--- src/rtl/axis_up_shift.sv ---
// axis_up_shift: packs S narrow AXI4-Stream beats into one wide beat, lane 0 first.
// Early tlast flushes a zero-padded partial beat with tkeep marking the filled lanes.
module axis_up_shift #(
    parameter int N = 4,
    parameter int S = 4,
    parameter int I = 1,
    parameter int D = 1,
    parameter int U = 1
) (
    input  logic               aclk,
    input  logic               areset,
    input  logic               axis_in_tvalid_i,
    output logic               axis_in_tready_o,
    input  logic [8*N/S-1:0]   axis_in_tdata_i,
    input  logic               axis_in_tlast_i,
    input  logic [I-1:0]       axis_in_tid_i,
    input  logic [D-1:0]       axis_in_tdest_i,
    input  logic [U-1:0]       axis_in_tuser_i,
    output logic               axis_out_tvalid_o,
    input  logic               axis_out_tready_i,
    output logic [8*N-1:0]     axis_out_tdata_o,
    output logic [N-1:0]       axis_out_tkeep_o,
    output logic               axis_out_tlast_o,
    output logic [I-1:0]       axis_out_tid_o,
    output logic [D-1:0]       axis_out_tdest_o,
    output logic [U-1:0]       axis_out_tuser_o
);
    localparam int W  = N / S;
    localparam int NI = 8 * W;
    localparam int IW = $clog2(S);

    if (S < 2 || N % S != 0) begin : g_bad_params
        $fatal(1, "axis_up_shift: S must exceed 1 and divide N");
    end

    logic [IW-1:0]  idx_q, idx_d;
    logic [8*N-1:0] acc_q, acc_d, beat_w;
    logic [I-1:0]   tid_q, tid_d;
    logic [D-1:0]   tdest_q, tdest_d;
    logic [U-1:0]   tuser_q, tuser_d;
    logic           ovalid_q, ovalid_d, olast_q, olast_d;
    logic [8*N-1:0] odata_q, odata_d;
    logic [N-1:0]   okeep_q, okeep_d;
    logic [I-1:0]   otid_q, otid_d;
    logic [D-1:0]   odest_q, odest_d;
    logic [U-1:0]   ouser_q, ouser_d;
    logic           first, complete, fire, load;

    // Only the completing beat depends on the output register having room.
    always_comb begin
        first    = idx_q == '0;
        complete = idx_q == IW'(S - 1) || axis_in_tlast_i;
        axis_in_tready_o = ~areset & (~complete | ~ovalid_q | axis_out_tready_i);
        fire     = axis_in_tvalid_i & axis_in_tready_o;
        load     = fire & complete;
        beat_w   = {{(8*N-NI){1'b0}}, axis_in_tdata_i} << (NI * int'(idx_q));
        idx_d    = load ? '0 : fire ? idx_q + 1'b1 : idx_q;
        acc_d    = load ? '0 : fire ? acc_q | beat_w : acc_q;
        tid_d    = fire & first ? axis_in_tid_i : tid_q;
        tdest_d  = fire & first ? axis_in_tdest_i : tdest_q;
        tuser_d  = load ? '0 : fire ? tuser_q | axis_in_tuser_i : tuser_q;
        ovalid_d = load | (ovalid_q & ~axis_out_tready_i);
        odata_d  = load ? acc_q | beat_w : odata_q;
        okeep_d  = load ? ~({N{1'b1}} << (W * (int'(idx_q) + 1))) : okeep_q;
        olast_d  = load ? axis_in_tlast_i : olast_q;
        otid_d   = load ? (first ? axis_in_tid_i : tid_q) : otid_q;
        odest_d  = load ? (first ? axis_in_tdest_i : tdest_q) : odest_q;
        ouser_d  = load ? tuser_q | axis_in_tuser_i : ouser_q;
    end

    always_ff @(posedge aclk) begin
        if (areset) begin
            idx_q    <= '0;
            acc_q    <= '0;
            tid_q    <= '0;
            tdest_q  <= '0;
            tuser_q  <= '0;
            ovalid_q <= 1'b0;
            odata_q  <= '0;
            okeep_q  <= '0;
            olast_q  <= 1'b0;
            otid_q   <= '0;
            odest_q  <= '0;
            ouser_q  <= '0;
        end else begin
            idx_q    <= idx_d;
            acc_q    <= acc_d;
            tid_q    <= tid_d;
            tdest_q  <= tdest_d;
            tuser_q  <= tuser_d;
            ovalid_q <= ovalid_d;
            odata_q  <= odata_d;
            okeep_q  <= okeep_d;
            olast_q  <= olast_d;
            otid_q   <= otid_d;
            odest_q  <= odest_d;
            ouser_q  <= ouser_d;
        end
    end

    assign axis_out_tvalid_o = ovalid_q;
    assign axis_out_tdata_o  = odata_q;
    assign axis_out_tkeep_o  = okeep_q;
    assign axis_out_tlast_o  = olast_q;
    assign axis_out_tid_o    = otid_q;
    assign axis_out_tdest_o  = odest_q;
    assign axis_out_tuser_o  = ouser_q;
endmodule

--- config.mk ---
export PLATFORM = sky130hd
export DESIGN_NAME = axis_up_shift
export DESIGN_NICKNAME = d
export VERILOG_FILES = /design/src/rtl/axis_up_shift.sv
export SDC_FILE = /design/constraint.sdc
export NUM_CORES = 1
export LEC_CHECK = 0
export ABC_AREA = 1
export BUFFER_PORTS_ARGS = -buffer_cell sky130_fd_sc_hd__buf_2
export CAP_MARGIN = 10
export CORE_ASPECT_RATIO = 2
export CORE_MARGIN = 5
export CORE_UTILIZATION = 38
export DETAILED_ROUTE_END_ITERATION = 16
export GPL_ROUTABILITY_DRIVEN = 0
export HOLD_SLACK_MARGIN = 0.02
export PLACE_DENSITY = 0.61
export SLEW_MARGIN = 10
export SYNTH_ARGS = -nofsm -noshare
export SYNTH_HDL_FRONTEND = slang
export SYNTH_SLANG_ARGS = --single-unit
--- constraint.sdc ---
create_clock -name aclk -period 1.8 [get_ports aclk]
set_clock_uncertainty 0.05 [all_clocks]
set_input_delay 0.09 -clock aclk [delete_from_list [all_inputs] [get_ports aclk]]
set_output_delay 0.09 -clock aclk [all_outputs]
set_load 0.005 [all_outputs]
* After elaboration in Yosys (flattened, before gate mapping)
Index checks and enable logic that the tools add are counted.
** Word-level totals
- Flip-flop bits (word level) :: 78
- Bits of input ports :: 16
- Output and inout bits :: 42
** Operators by class
- $add $sub $neg :: 2
- Equality and inequality tests :: 1
- Shift operators :: 2
- Muxes and demuxes :: 2
- Bitwise operators :: 15
- Reduce and logical (&&, ||, !) cells :: 3
** Operator list (number)
- 32-bit OR :: 1
- 8-bit by 5-bit << shifter with 32-bit output :: 1
- 1-bit bitwise AND :: 5
- 1-bit NOT :: 4
- 4-bit NOT :: 1
- 1-bit OR :: 4
- 4-bit by 3-bit << shifter with 4-bit output (first input constant) :: 1
- 2-bit by 1-bit adder with 3-bit output (second input constant) :: 1
- 2-bit by 1-bit adder with 2-bit output (second input constant) :: 1
- 2-bit == test (second input constant) :: 1
- 2-bit logical NOT :: 1
- 1-bit 2-to-1 mux :: 2
- 2-bit OR reduction :: 1
- 1-bit logical OR :: 1

* Logic depth before layout (Yosys ltp)
- Depth after elaboration :: 9
- Gate-level depth with buffers :: 9
- Gate-level depth less buffers :: 8

* Least setup slack after synthesis
No wires, ideal clock.
- Path type :: reg2reg
- From :: register idx_q[0]
- To :: register odest_q, in the netlist axis_out_tdest_o
- Setup time :: 0.070 ns
- Arrival time :: 1.453 ns
- Data required time :: 1.680 ns
- Setup slack :: 0.226 ns
- Stages on the path, launching flop included :: 8
- Cell sequence :: dfxtp_1 buf_2 clkinv_1 buf_2 ha_1 o21ai_0 nand2_1 a21oi_1
** Between the ends
- Word-level cells in the longest chain between the ends :: 8
- Elaborated cells between the ends (all ways) :: 10
- Those cells by class :: 1 x eq/ne; 1 x mux; 6 x bitwise; 2 x reduce/logical
** Ends and longest elaborated chain
- start, declared :: RTL line 36 : logic [IW-1:0] idx_q, idx_d;
- start signal, assigned :: RTL line 86 : idx_q <= idx_d;
- 2-bit == test :: RTL line 52 : complete = idx_q == IW'(S - 1) || axis_in_tlast_i;
- 1-bit logical OR :: RTL line 52
- 1-bit NOT :: RTL line 53 : axis_in_tready_o = ~areset & (~complete | ~ovalid_q | axis_out_tready_i);
- 1-bit OR (2 in a row) :: RTL line 53
- 1-bit bitwise AND :: RTL line 53
- 1-bit bitwise AND :: RTL line 54 : fire = axis_in_tvalid_i & axis_in_tready_o;
- 1-bit bitwise AND :: RTL line 55 : load = fire & complete;
- end signal, assigned :: RTL line 96 : odest_q <= odest_d;
- end, declared :: RTL line 45 : logic [D-1:0] odest_q, odest_d;
Parallel ways exist; a longest one is shown, timed or not.
A chain may end at the register's enable or synchronous reset.

* Final worst setup path
- From :: register idx_q[0]
- To :: output port axis_in_tready_o
** Between the ends
- Word-level cells in the longest chain between the ends :: 6
** Ends and longest elaborated chain
- 2-bit == test :: RTL line 52
- 1-bit logical OR :: RTL line 52
- 1-bit NOT :: RTL line 53
- 1-bit OR (2 in a row) :: RTL line 53
- 1-bit bitwise AND :: RTL line 53
- end, declared :: RTL line 13 : output logic axis_in_tready_o,
No other way between the ends.

==> flow_metrics.tcl <==
set metrics [dict create \
    p_switching_uw 917 \
    antenna_cells 0 \
    fp.dieH_um 142 \
    worst_slack_ns 0.125 \
    drv_slew 0 \
    ys_warn_count 0 \
    r2r-start "idx_q[0]$_SDFFE_PP0P_" \
    cts_buffers 9 \
    avgSynthCellArea_um2 7.36 \
    drive_gt1_frac 0.187 \
    worst-path-max-fanout 14 \
    critPathLaunch "idx_q[0]$_SDFFE_PP0P_" \
    hp-class "in -> reg" \
    worstPathRequired_ns 1.66 \
    vias_per_cell 5.00 \
    synth_top_area_frac 0.474 \
    synth_top_flop_cell "dfxtp_1" \
    coreArea_um2 8590 \
    cp-endpoint "axis_in_tready_o" \
    chipWidth_um 75.9 \
    drt_wl_total_mm 8.45 \
    tns_ns 0 \
    area_growth_pct 21.4 \
    drtPass1Iterations 4 \
    clk_pin_slew_ns 0.06 \
    synth.largest_area_cell "dfxtp_1" \
    grt_pass1_vias 3021 \
    peakVddDrop_mv 0.495 \
    ant_nets 0 \
    syn_inst 448 \
    yosys-top-cells-area "dfxtp_1 47%, nand2_1 14%, a21oi_1 11%, nand3_1 5.6%, inv_1 5.0%" \
    whs_ns 0.0293 \
    grt_pass1_wl_mm 14.2 \
    cts_buffer_depth 2 \
    io_buffers 57 \
    dp.cells 591 \
    worst_pin_slew_ns 0.444 \
    grt_antenna_before_repair 0 \
    layout.cells.non_filler 609 \
    setup_viol 0 \
    cp_data_arrival_time_ns 1.53 \
    hold_viol 0 \
    end_kind "primary output" \
    start_util 0.384 \
    synth_edf_count 0 \
    utilization 0.466 \
    ys_ff_latch 78 \
    die-area_um2 10800 \
    fin_area_um2 4000 \
    r2r_end "idx_q[1]$_SDFFE_PP0P_" \
    hold_depth 3 \
    reg2regPathDepth 8 \
    syn-cell-area_um2 3300 \
    track_usage 0.174 \
    synth_fp_nets 469 \
    clock_sinks 78 \
    io_pins 58 \
    drc 0 \
    worst_setup_path_start_kind "flip-flop" \
    root_buffer "clkbuf_16" \
    dpl_worst_slack_ns 0.227 \
    p_int_mw 2.87 \
    vias 3045 \
    hold_path.startpoint "axis_in_tlast_i" \
    combPwrFrac 0.082 \
    cts_tree "built" \
    gr-total-overflow 0 \
    power.density_nw_per_um2 947 \
    synthArstFlopShare 0 \
    max_cap_violations 0 \
    final_nets 525 \
    pwr-share-clk 0.450 \
    post_drt_wl_per_cell_um 13.9 \
    drt_iter0_markers 137 \
    ys_types 20 \
    power_leakage_nw 1.72 \
    max_freq_mhz 597 \
    p_total_mw 3.79 \
    dpl_cell_area_um2 3690 \
    p_sw_frac 0.242 \
    cts.htree.levels 3 \
    yosysSeqAreaShare 0.474 \
    grt_max_degree 40 \
    min_period_ns 1.67 \
    num_rows 48 \
    r2r_setup_slack_ns 0.19 \
    period_share 0.930 \
    slew_headroom 0.704 \
    status "complete, no violations" \
    power_frac_seq 0.468 \
    clk_latency_ns 0.33 \
    path_class "reg -> out" \
    place_hpwl_mm 6.03 \
]
-- metal layers --
metal	share of wire	vias up	GRT usage
met5	0	-	0
met4	0.028	0	0.0793
met3	0.049	19	0.0411
met2	0.52	70	0.293
met1	0.40	1404	0.199
li1	-	1552	-
-- cells in the mapped netlist, types with 2 or more instances --
cell	instances
ha_1	5
inv_1	44
buf_2	13
nor2_1	16
o21ai_0	14
dfxtp_1	78
nand4_1	3
clkbuf_1	12
nand3_1	37
nand2_1	119
buf_4	3
inv_2	2
nand3b_1	22
a21oi_1	74
-- placed cells by master, fill, tap and decap left out, drive strengths merged --
cell / Yosys / layout
nand4: 4 / 4
clkbuf: 12 / 11
ha: 5 / 5
clkinv: 1 / 4
nand3b: 22 / 22
buf: 18 / 74
dfxtp: 78 / 78
a21oi: 74 / 74
inv: 46 / 46
nor3: 1 / 1
o21ai: 14 / 14
nand3: 37 / 37
dlygate4sd3: 0 / 1
clkinvlp: 0 / 2
or2: 1 / 1
nor2: 16 / 16
nand2: 119 / 119
-- power groups by stage --
stage	logic (mW)	clock network [mW]	registers (mW)
2_1_floorplan	0.192	0	1.81
3_3_place_gp	0.305	0	1.81
3_5_place_dp	0.309	0	1.81
4_1_cts	0.313	1.75	1.77
5_1_grt	0.348	1.84	1.78
6_report	0.311	1.70	1.77
-- cells by family after synthesis --
family / Yosys count / share of synthesized area
fa+ha+maj: 5 / 0.0190
flops: 78 / 0.474
simple gates: 200 / 0.276
buf+inv: 77 / 0.0983
compound gates: 88 / 0.134
-- worst min-delay path by stage --
stage	endpoint	slack, ns
finish	axis_out_tlast_o$_SDFFE_PP0P_	0.03
global route	axis_out_tlast_o$_SDFFE_PP0P_	0.06
CTS	axis_out_tlast_o$_SDFFE_PP0P_	0.03
detailed placement	tuser_q$_SDFFE_PP0P_	0.34
global placement	tuser_q$_SDFFE_PP0P_	0.33
floorplan	tuser_q$_SDFFE_PP0P_	0.20
-- flip-flops by register name, indices dropped and copies added, names as in the netlist, 2 cells and up --
name	cells
acc_q	32
idx_q	2
axis_out_tdata_o	32
axis_out_tkeep_o	4
-- critical path, stage by stage (launching register included) --
cell and delay [ns]:
dfxtp_1 0.31, ha_1 0.23, nor2_1 0.11, nor2_1 0.06, nor2_2 0.17, buf_6 0.19
buf_2 0.13
-- cell type report --
type                    count  area (µm²)
repair buffers             75         439
flip-flops and latches     78        1560
clock inverters             5        33.8
clock buffers              11         253
well taps                 100         125
multi-input cells         293        1410
fillers                   904        4590
inverters                  47         176
-- what timing repair did --
action | in CTS | in global routing
resized for setup | 1 | 0
hold endpoints to repair | 1 | 0
buffers inserted | 0 | 1
pin swaps | 0 | 1
hold buffers | 1 | 0
endpoints found under the setup margin | 1 | 1
Power figures use the tool's default switching activity.
